**src/rtl/rf_write_port_ctrl.sv**
```systemverilog
// Register-file write-port controller: merges ALU and buffered LSU results onto one
// write port with starvation-bounded arbitration, and keeps a busy scoreboard for decode.
module rf_write_port_ctrl #(
  parameter int DEPTH        = 2,
  parameter int STARVE_LIMIT = 4
) (
  input  logic        clk,
  input  logic        rst_n,
  input  logic        stall_i,
  input  logic        sleep_i,
  input  logic        alu_valid_i,
  input  logic [4:0]  alu_rd_i,
  input  logic [31:0] alu_wdata_i,
  output logic        alu_stall_o,
  input  logic        lsu_valid_i,
  output logic        lsu_ready_o,
  input  logic [4:0]  lsu_rd_i,
  input  logic [31:0] lsu_wdata_i,
  input  logic        iss_valid_i,
  input  logic [4:0]  iss_rd_i,
  output logic        iss_rd_busy_o,
  input  logic [4:0]  rs1_i,
  input  logic [4:0]  rs2_i,
  output logic        rs1_busy_o,
  output logic        rs2_busy_o,
  output logic [4:0]  rd_o,
  output logic        we_o,
  output logic [31:0] wdata_o
);

  localparam int PW = (DEPTH > 1) ? $clog2(DEPTH) : 1;
  localparam int CW = $clog2(DEPTH + 1);
  localparam int SW = $clog2(STARVE_LIMIT + 1);

  logic [4:0]    fifo_rd   [DEPTH];
  logic [31:0]   fifo_data [DEPTH];
  logic [PW-1:0] wr_ptr, rd_ptr;
  logic [CW-1:0] count;
  logic [SW-1:0] starve_cnt;
  logic [31:0]   busy, busy_nxt;

  logic empty, full, force_head, alu_win, head_sel, commit, pop, push;

  function automatic logic [SW-1:0] sat_inc(input logic [SW-1:0] v);
    return (v == SW'(STARVE_LIMIT)) ? v : v + SW'(1);
  endfunction

  assign empty       = (count == '0);
  assign full        = (count == CW'(DEPTH));
  assign commit      = ~stall_i & ~sleep_i;
  assign force_head  = ~empty & (starve_cnt == SW'(STARVE_LIMIT));
  assign alu_win     = alu_valid_i & ~force_head;
  assign head_sel    = ~alu_win & ~empty;
  assign pop         = head_sel & commit;
  // Ready depends only on occupancy: a same-cycle pop never frees a slot for a push.
  assign push        = lsu_valid_i & ~full;
  assign lsu_ready_o = ~full;
  assign alu_stall_o = alu_valid_i & force_head;

  always_comb begin
    rd_o    = 5'd0;
    wdata_o = 32'd0;
    if (alu_win) begin
      rd_o    = alu_rd_i;
      wdata_o = alu_wdata_i;
    end else if (head_sel) begin
      rd_o    = fifo_rd[rd_ptr];
      wdata_o = fifo_data[rd_ptr];
    end
  end

  assign we_o = (alu_win | head_sel) & (rd_o != 5'd0);

  always_comb begin
    busy_nxt = busy;
    if (pop && we_o) busy_nxt[rd_o] = 1'b0;
    if (iss_valid_i && iss_rd_i != 5'd0) busy_nxt[iss_rd_i] = 1'b1;
    busy_nxt[0] = 1'b0;
  end

  assign rs1_busy_o    = busy[rs1_i];
  assign rs2_busy_o    = busy[rs2_i];
  assign iss_rd_busy_o = busy[iss_rd_i];

  always_ff @(posedge clk) begin
    if (push) begin
      fifo_rd[wr_ptr]   <= lsu_rd_i;
      fifo_data[wr_ptr] <= lsu_wdata_i;
    end
  end

  always_ff @(posedge clk or negedge rst_n) begin
    if (!rst_n) begin
      wr_ptr     <= '0;
      rd_ptr     <= '0;
      count      <= '0;
      starve_cnt <= '0;
      busy       <= '0;
    end else begin
      if (push) wr_ptr <= wr_ptr + PW'(1);
      if (pop)  rd_ptr <= rd_ptr + PW'(1);
      case ({push, pop})
        2'b10:   count <= count + CW'(1);
        2'b01:   count <= count - CW'(1);
        default: count <= count;
      endcase
      if (pop || empty) starve_cnt <= '0;
      else if (alu_win && commit) starve_cnt <= sat_inc(starve_cnt);
      busy <= busy_nxt;
    end
  end

endmodule

```
**config.mk**
```make
export PLATFORM = sky130hd
export DESIGN_NAME = rf_write_port_ctrl
export DESIGN_NICKNAME = d
export VERILOG_FILES = /design/src/rtl/rf_write_port_ctrl.sv
export SDC_FILE = /design/constraint.sdc
export NUM_CORES = 1
export LEC_CHECK = 0
export ABC_AREA = 1
export CORE_MARGIN = 2
export CORE_UTILIZATION = 55
export CTS_CLUSTER_DIAMETER = 30
export DETAILED_ROUTE_END_ITERATION = 7
export PLACE_DENSITY = 0.86
export SYNTH_ARGS = -nofsm -noshare
export SYNTH_HDL_FRONTEND = slang
export SYNTH_SLANG_ARGS = --single-unit
```
**constraint.sdc**
```tcl
create_clock -name clk -period 4.7 [get_ports clk]
set_input_delay 0.94 -clock clk [delete_from_list [all_inputs] [get_ports clk]]
set_output_delay 0.94 -clock clk [all_outputs]
set_load 0.02 [all_outputs]
```
==> reports/qor.csv <==
metric,value,unit
regArea,3173,µm²
slowest_stage,clkdlybuf4s50_1,
cts_setup_buffers,0,
route.detailed.drc,0,
grt_pass1_wl,27030,µm
power_frac_clock,15.7,%
dp_hpwl,12850,µm
postCtsHoldBufs,0,
grt_max_degree,39,
numCtsBuffers,9,
yosysWarnings,0,
holdCritPathClass,flip-flop to flip-flop,
p_int,0.002219,W
ys_ff_latch,112,
cts_resized,0,
nFillCells,755,
grt_pass1_vias,5268,
drt-total-wl,17490,µm
whs,0.5428,ns
ys_seq_area_share,52.01,%
fmax,242.4,MHz
finalPower,0.003777,W
clk_path_buf_depth,2,
setup_viol,0,
place_area,7621,µm²
clk_pin_slew_worst_paths,0.10,ns
cp.arrival,3.19,ns
postLayoutCellArea,7831,µm²
skew,0.01178,ns
p_per_area,482.3,nW/µm²
report.final.slew_viol_count,0,
syn_avg_cell_area,8.791,µm²
finalCritPeriodShare,87.79,%
tns,0,ns
syn_area,6101,µm²
cp_max_fo,11,
antenna_cells,0,
status,"complete, no violations",
core,10840,µm²
critPathBufInv,3,
num_vias,5565,
cts_tree,built,
die_w,109.3,µm
io_pins,139,
tightestPinTransition,1.358,ns
grt_setup_unrepaired,false,
synthDistinctLibCells,32,
final-hold-violation-count,0,
seqPwrFrac,41.5,%
detail_route.first_pass.iterations,6,
syn_inst,694,
antenna_found_initial,0,
async_flop_share,33.93,%
required,3.76,ns
worstPathCellList,clkdlybuf4s50_1 > inv_1 > o21ai_0 > o21ai_0 > o21ai_0 > o21ai_0 > nand2_1 > nand2_1 > clkdlybuf4s50_1,
root_buffer,clkbuf_8,
syn_nets,793,
drtIter0Drc,679,
viasPerCell,5.731,
synthTopCellsByCount,"260 x nand2_1, 74 x edfxtp_1, 64 x nor2_1",
die_h,109.3,µm
timing_worst_setup_path_type,input pin to output pin,
synth_top_area_share,36.42,%
slowest_delay,0.70,ns
synth_edf_count,74,
critPathLaunchType,input pin,
synth_area_leader_cell,edfxtp_1,
grt.total_usage,30.03,%
dieArea,11950,µm²
gp_congestion,0.9549,
p_leak,3.182,nW
synth_most_common_cell,nand2_1,
clk_latency,0.37,ns
p_sw,0.001558,W
multi_input_area,2645,µm²
cap_violations,0,
ys_top_cells_by_area,"edfxtp_1 36%, nand2_1 16%, dfrtp_1 16%, a32o_1 5.3%, nand3_2 3.9%",
final_nets,925,
critical_path.top_delay_family,buffers and inverters,
fin_crit,4.126,ns
final_antenna_net_count,0,
htreeDepth,3,
row_count,38,
power.combinational.fraction,42.8,%
ir_drop,439.1,µV
areaGrowthSynthToFinish,28.36,%
place_inst,955,
drive_gt1_share,8.664,%
slew_headroom,8.774,%
portBuffers,138,
initial_utilization,56.28,%
worstSetupEndpointType,output pin,
wl_per_cell,18.01,µm
path_common_cell,o21ai_0,
ys.flop_type,edfxtp_1,
instances_no_fill,971,
gr-total-overflow,0,
cts.sinks,112,
swShare,41.25,%
==> cell usage in the layout (no fill, tap or decap), drive strengths merged, types with 10 or more instances in the layout <==
cell / count
nand2: 267
clkdlybuf4s50: 137
edfxtp: 74
nor2: 67
nand3: 51
inv: 39
dfrtp: 38
o21ai: 33
a32o: 32
buf: 16
a22oi: 14
nor3: 12
o211ai: 12
a21oi: 10
==> registers in the layout, summed over array words and instances (netlist names) <==
register	count
wr_ptr	1
rd_ptr	1
fifo_rd	10
starve_cnt	3
count	2
busy	31
fifo_data	64
==> routing by layer <==
| layer | GRT usage, % | wire length, µm | vias up |
|---|---|---|---|
| li1 | - | - | 2647 |
| met1 | 38.49 | 6941 | 2617 |
| met2 | 49.12 | 8457 | 253 |
| met3 | 7.350 | 1429 | 48 |
| met4 | 12.21 | 656 | 0 |
| met5 | 0 | 0 | - |
==> path summary, 6_finish.rpt <==
kind                       cells past startpoint  slack, ns          to     startpoint
max                                            9       0.57  rs1_busy_o       rs1_i[1]
min                                            2       0.54    busy[18]       busy[18]
max reg2reg                                   14       2.08    busy[10]  starve_cnt[0]
min reg2reg                                    2       0.54    busy[18]       busy[18]
max in group asynchronous                      1       3.45    busy[27]          rst_n
min in group asynchronous                      1       0.69    busy[29]          rst_n
==> worst min-delay path, stage by stage (launching register included) <==
cell and delay (ns):
dfrtp_1 0.41, nand2_1 0.07, nand2_1 0.04
==> power groups by stage <==
stage / Combinational [W] / Sequential [W] / Clock [W]
finish: 0.00162 / 0.00157 / 0.000593
global route: 0.00177 / 0.00158 / 0.000637
CTS: 0.00162 / 0.00156 / 0.000595
detailed placement: 0.00161 / 0.00158 / 0
global placement: 0.00156 / 0.00157 / 0
floorplan: 0.00104 / 0.00148 / 0
==> kinds of logic after synthesis <==
kind of cell / share of synthesized area (%)
compound gates: 12.61
xor+xnor: 0.5743
fa+ha+maj: 0.6153
buf+inv: 5.004
flops: 52.01
simple gates: 29.18
==> area by class of cell <==
cell class / instances / share of cell area [%]
Timing Repair Buffer: 153 / 19.01
Clock buffer: 9 / 1.582
Tap cell: 140 / 2.237
Multi-Input combinational cell: 513 / 33.78
Sequential cell: 112 / 40.52
Inverter: 37 / 1.773
Clock inverter: 7 / 1.102
==> through the flow <==
stage	utilization, %	setup slack, ns
5_1_grt	72.24	0.4413
6_report	72.24	0.5739
4_1_cts	72.24	0.6274
3_3_place_gp	70.30	0.7052
2_1_floorplan	-	1.643
3_5_place_dp	70.30	0.6219
(Power assumes the default switching activity.)
